File: config.mk
export PLATFORM = sky130hd
export DESIGN_NAME = pad_motion_controller
export DESIGN_NICKNAME = d
export VERILOG_FILES = /design/src/rtl/pad_motion_controller.sv
export SDC_FILE = /design/constraint.sdc
export NUM_CORES = 1
export LEC_CHECK = 0
export CORE_MARGIN = 2
export CORE_UTILIZATION = 35
export CTS_BUF_LIST = sky130_fd_sc_hd__clkbuf_8
export DETAILED_ROUTE_END_ITERATION = 8
export GPL_ROUTABILITY_DRIVEN = 0
export SETUP_SLACK_MARGIN = 0.1
export SYNTH_ARGS = -nofsm -noshare
export SYNTH_HDL_FRONTEND = slang
export SYNTH_SLANG_ARGS = --single-unit
File: constraint.sdc
create_clock -name clk -period 11.35 [get_ports clk]
set_clock_uncertainty 0.15 [all_clocks]
set_input_delay 2.27 -clock clk [delete_from_list [all_inputs] [get_ports clk]]
set_output_delay 2.27 -clock clk [all_outputs]
set_load 0.05 [all_outputs]
File: src/rtl/pad_motion_controller.sv
// rtl/pad_motion_controller.sv - paddle position controller with speed ramp, edge clamp and AI tracking
module pad_motion_controller #(
    parameter int Y_W       = 10,
    parameter int SCREEN_H  = 768,
    parameter int PAD_H     = 145,
    parameter int Y_HOME    = 312,
    parameter int V_MIN     = 1,
    parameter int V_MAX     = 6,
    parameter int ACC_TICKS = 4,
    parameter int DEAD_ZONE = 8
) (
    input  logic           clk,
    input  logic           rst,
    input  logic           timing_tick,
    input  logic           up_in,
    input  logic           down_in,
    input  logic           ai_en,
    input  logic [Y_W-1:0] target_y,
    input  logic           still_graphic,
    output logic [Y_W-1:0] y_pad,
    output logic [3:0]     speed,
    output logic           moving,
    output logic           at_top,
    output logic           at_bottom
);

    localparam int AW    = Y_W + 2;
    localparam int ACC_W = $clog2(ACC_TICKS + 1);
    localparam logic [Y_W-1:0]       Y_MAX_U = Y_W'(SCREEN_H - PAD_H);
    localparam logic signed [AW-1:0] Y_MAX_S = AW'(SCREEN_H - PAD_H);
    localparam logic [Y_W-1:0]       Y_HOME_U = Y_W'(Y_HOME);
    localparam logic [3:0]           V_MIN_U = 4'(V_MIN);
    localparam logic [3:0]           V_MAX_U = 4'(V_MAX);

    typedef enum logic [1:0] {IDLE, MOVE_UP, MOVE_DN} state_t;

    state_t           state, state_n, req;
    logic             up_r, down_r, ai_r;
    logic [Y_W-1:0]   target_r;
    logic [ACC_W-1:0] acc_cnt, acc_n, base_acc;
    logic [Y_W-1:0]   y_n;
    logic [3:0]       speed_n, base_speed;
    logic [AW-1:0]    centre, tgt, step;
    logic signed [AW-1:0] pos;

    // Request decode; the requested direction is expressed as the MOVE state it leads to.
    always_comb begin
        req    = IDLE;
        centre = {2'b00, y_pad} + AW'(PAD_H / 2);
        tgt    = {2'b00, target_r};
        if (ai_r) begin
            if (tgt > centre + AW'(DEAD_ZONE))
                req = MOVE_DN;
            else if (tgt + AW'(DEAD_ZONE) < centre)
                req = MOVE_UP;
        end else if (down_r && !up_r) begin
            req = MOVE_DN;
        end else if (up_r && !down_r) begin
            req = MOVE_UP;
        end
    end

    always_comb begin
        state_n    = state;
        y_n        = y_pad;
        speed_n    = speed;
        acc_n      = acc_cnt;
        base_speed = speed;
        base_acc   = acc_cnt;
        step       = '0;
        pos        = '0;
        if (timing_tick) begin
            if (req == IDLE) begin
                state_n = IDLE;
                speed_n = V_MIN_U;
                acc_n   = '0;
            end else begin
                state_n = req;
                if (req != state) begin
                    base_speed = V_MIN_U;
                    base_acc   = '0;
                end
                step = {{(AW-4){1'b0}}, base_speed};
                if (req == MOVE_DN)
                    pos = $signed({2'b00, y_pad}) + $signed(step);
                else
                    pos = $signed({2'b00, y_pad}) - $signed(step);
                // Overshooting an edge parks the pad on it and restarts the ramp.
                if (pos[AW-1]) begin
                    y_n     = '0;
                    speed_n = V_MIN_U;
                    acc_n   = '0;
                end else if (pos > Y_MAX_S) begin
                    y_n     = Y_MAX_U;
                    speed_n = V_MIN_U;
                    acc_n   = '0;
                end else begin
                    y_n = pos[Y_W-1:0];
                    if (base_acc == ACC_W'(ACC_TICKS - 1)) begin
                        acc_n   = '0;
                        speed_n = (base_speed >= V_MAX_U) ? V_MAX_U : base_speed + 4'd1;
                    end else begin
                        acc_n   = base_acc + ACC_W'(1);
                        speed_n = base_speed;
                    end
                end
            end
        end
    end

    always_ff @(posedge clk) begin
        if (rst) begin
            up_r     <= 1'b0;
            down_r   <= 1'b0;
            ai_r     <= 1'b0;
            target_r <= '0;
        end else begin
            up_r     <= up_in;
            down_r   <= down_in;
            ai_r     <= ai_en;
            target_r <= target_y;
        end

        if (rst || still_graphic) begin
            state     <= IDLE;
            y_pad     <= Y_HOME_U;
            speed     <= V_MIN_U;
            acc_cnt   <= '0;
            moving    <= 1'b0;
            at_top    <= (Y_HOME_U == '0);
            at_bottom <= (Y_HOME_U == Y_MAX_U);
        end else begin
            state     <= state_n;
            y_pad     <= y_n;
            speed     <= speed_n;
            acc_cnt   <= acc_n;
            moving    <= (state_n != IDLE);
            at_top    <= (y_n == '0);
            at_bottom <= (y_n == Y_MAX_U);
        end
    end

endmodule
==> impl_metrics.json <==
{
  "power.density_mw_per_mm2": 75.2,
  "vias": 3118,
  "drv_slew": 0,
  "ctsResizeCount": 0,
  "cpMaxStageDelayCell": "dfxtp_1",
  "hold_buffers": 0,
  "routed_wirelength_mm": 8.90,
  "coreArea_sq_mm": 0.00928,
  "synth_nets": 458,
  "slew-limit-headroom": 0.363,
  "worst_pin_slew_ns": 0.932,
  "die_area_sq_mm": 0.0104,
  "clockRootBuffer": "clkbuf_8",
  "hold_violations": 0,
  "rows": 35,
  "insertion_delay_ns": 0.29,
  "max-cap-violations": 0,
  "grt_pass1_vias": 3049,
  "setup_tns_ns": 0,
  "cp-end-kind": "flop",
  "wl_per_cell_um": 15.8,
  "seq_area_sq_um": 701,
  "required_ns": 11.41,
  "holdWs_ns": 0.332,
  "cts_setup_buffers": 0,
  "min_path_type": "reg -> reg",
  "synth_area_leaders": "dfxtp_1 (21%), ha_1 (11%), nand2_1 (4.2%)",
  "wl_met2_mm": 3.99,
  "path_max_fanout": 16,
  "post_synth_instance_area_sq_mm": 0.00336,
  "overflow": 0,
  "dr.pass1.iters": 4,
  "power_frac_comb": 0.213,
  "via_per_inst": 5.52,
  "async_reset_ff_frac": 0,
  "synth_cell_type_count": 80,
  "cts_max_path_buffers": 2,
  "status": "complete, no violations",
  "path_buf_inv": 3,
  "cts_tree": "built",
  "ys_seq_area_frac": 0.209,
  "area_growth_pct": 13.8,
  "seqPwrFrac": 0.458,
  "clkPwrFrac": 0.328,
  "grt_usage": 0.184,
  "cts_sinks": 35,
  "rsz0062_at_grt": "false",
  "die_y_um": 102,
  "met3_wirelength_um": 404,
  "drtAntennaViolNets": 0,
  "top_layer_used": "met4",
  "ys_seq_elements": 35,
  "layout_commonest_cell": "nand2_1",
  "synthFlopType": "dfxtp_1",
  "nets": 484,
  "cp_top_family": "simple AND/OR/NAND/NOR gates",
  "pin_count": 34,
  "layout_common_cells": "nand2_1 (38), nor2_1 (35), dfxtp_1 (35), clkdlybuf4s50_1 (33), ha_1 (30)",
  "period_share": 0.727,
  "final_layout_size_suffix_gt1_frac": 0.0940,
  "switchingPower_uw": 86.9,
  "drcViolationCount": 0,
  "min_period_ns": 8.26,
  "synth_top_area_share": 0.209,
  "grt_max_degree": 19,
  "portBuffers": 33,
  "n_fill_cell": 982,
  "cp-start-kind": "flop",
  "hpwl_mm": 7.00,
  "antennaDiodeCount": 0,
  "critPathKind": "reg -> reg",
  "worst_path_largest_cell_delay_ns": 0.74,
  "multi_input_area_sq_mm": 0.00245,
  "grt_pass1_wl_mm": 15.2,
  "power_leakage_uw": 0.00147,
  "avgSynthCellArea_sq_um": 8.19,
  "irDropWorstVdd_mv": 0.0386,
  "arrival_ns": 8.31,
  "cts_max_level": 2,
  "p_int_uw": 200,
  "yosys.area.top_type": "dfxtp_1",
  "cts_buffers": 5,
  "yosys_warnings": 0,
  "drt_iter0_drc": 230,
  "die_x_um": 102,
  "setup_violations": 0,
  "synthCells": 410,
  "p_sw_frac": 0.303,
  "fmax_mhz": 121,
  "wl_met1_mm": 4.29,
  "clkTransAtPathRegs_ns": 0.07,
  "synth-edff-count": 0,
  "start_util": 0.362,
  "antenna_found_initial": 0
}
[power by group through the flow]
| stage | clock network (uW) | logic (uW) | registers, uW |
|---|---|---|---|
| finish | 94.3 | 61.3 | 132 |
| global route | 102 | 69.2 | 132 |
| CTS | 96.3 | 61.1 | 132 |
| detailed placement | 0 | 60.7 | 134 |
| global placement | 0 | 60.4 | 134 |
| floorplan | 0 | 42.6 | 135 |
[flip-flops by register name, indices dropped and copies added (netlist names)]
name,count
at_bottom,1
state,2
down_r,1
at_top,1
moving,1
speed,4
ai_r,1
up_r,1
target_r,10
acc_cnt,3
y_pad,10
[path summary, 6_finish.rpt]
check / slack [ns] / end / startpoint / cells past startpoint
setup / recovery: 3.09 / at_top / y_pad[4] / 29
hold / removal: 0.33 / acc_cnt[1] / acc_cnt[1] / 2
setup reg to reg: 3.09 / at_top / y_pad[4] / 29
hold reg to reg: 0.33 / acc_cnt[1] / acc_cnt[1] / 2
[synth_stat cells, types with 4 or more instances]
| cell | number |
|---|---|
| nand2_1 | 38 |
| dfxtp_1 | 35 |
| nor2_1 | 35 |
| ha_1 | 30 |
| inv_1 | 24 |
| a21oi_1 | 23 |
| nor2b_1 | 17 |
| o21ai_0 | 15 |
| xnor2_1 | 12 |
| nand3_1 | 11 |
| nor3_1 | 9 |
| a211oi_1 | 8 |
| a31oi_1 | 8 |
| a21o_1 | 7 |
| a211o_1 | 6 |
| and2_1 | 6 |
| and3_1 | 6 |
| o211ai_1 | 6 |
| o31ai_1 | 6 |
| nand2b_1 | 5 |
| or2_2 | 5 |
| xor2_1 | 5 |
| clkbuf_1 | 4 |
| nand4b_1 | 4 |
| o21a_1 | 4 |
| o22ai_1 | 4 |
[metal layers]
metal	global-route usage	up-vias
met5	0	-
met2	0.298	86
met3	0.0280	15
met1	0.252	1447
li1	-	1570
met4	0.0564	0
[stage by stage]
stage	std cells	utilization	total power (uW)	area [sq um]	setup WS (ns)
2_1_floorplan	410	-	178	3360	4.09
3_3_place_gp	558	0.402	195	3730	3.46
3_5_place_dp	558	0.402	195	3730	3.20
4_1_cts	565	0.411	289	3820	3.13
5_1_grt	565	0.411	304	3820	2.36
6_report	565	0.411	287	3820	3.09
[area by class of cell]
type / count / share of cell area
repair buffers: 33 / 0.0865
inverters: 24 / 0.0236
well taps: 129 / 0.0423
clock buffers: 6 / 0.0216
flip-flops and latches: 35 / 0.183
clock inverters: 1 / 0.00131
multi-input cells: 337 / 0.641
[worst reg2reg max path, delay by kind of cell (launching register included)]
kind            cells  cell delay [ns]
xor+xnor            2             0.35
flops               1             0.74
buf+inv             3             0.40
simple gates       10             2.86
fa+ha+maj           3             0.97
compound gates     11             2.69
[cell families (layout without fill, tap and decap cells)]
| family | Yosys count | count (layout) | share of synthesized area |
|---|---|---|---|
| AND/OR/NAND/NOR | 163 | 163 | 0.266 |
| AO/OA/AOI/OAI | 123 | 123 | 0.287 |
| flip-flops | 35 | 35 | 0.209 |
| XOR/XNOR | 18 | 18 | 0.0526 |
| adder cells (fa/ha/maj) | 31 | 31 | 0.118 |
| multiplexers | 2 | 2 | 0.00634 |
| buffers and inverters | 38 | 64 | 0.0615 |
(Power assumes the default switching activity.)
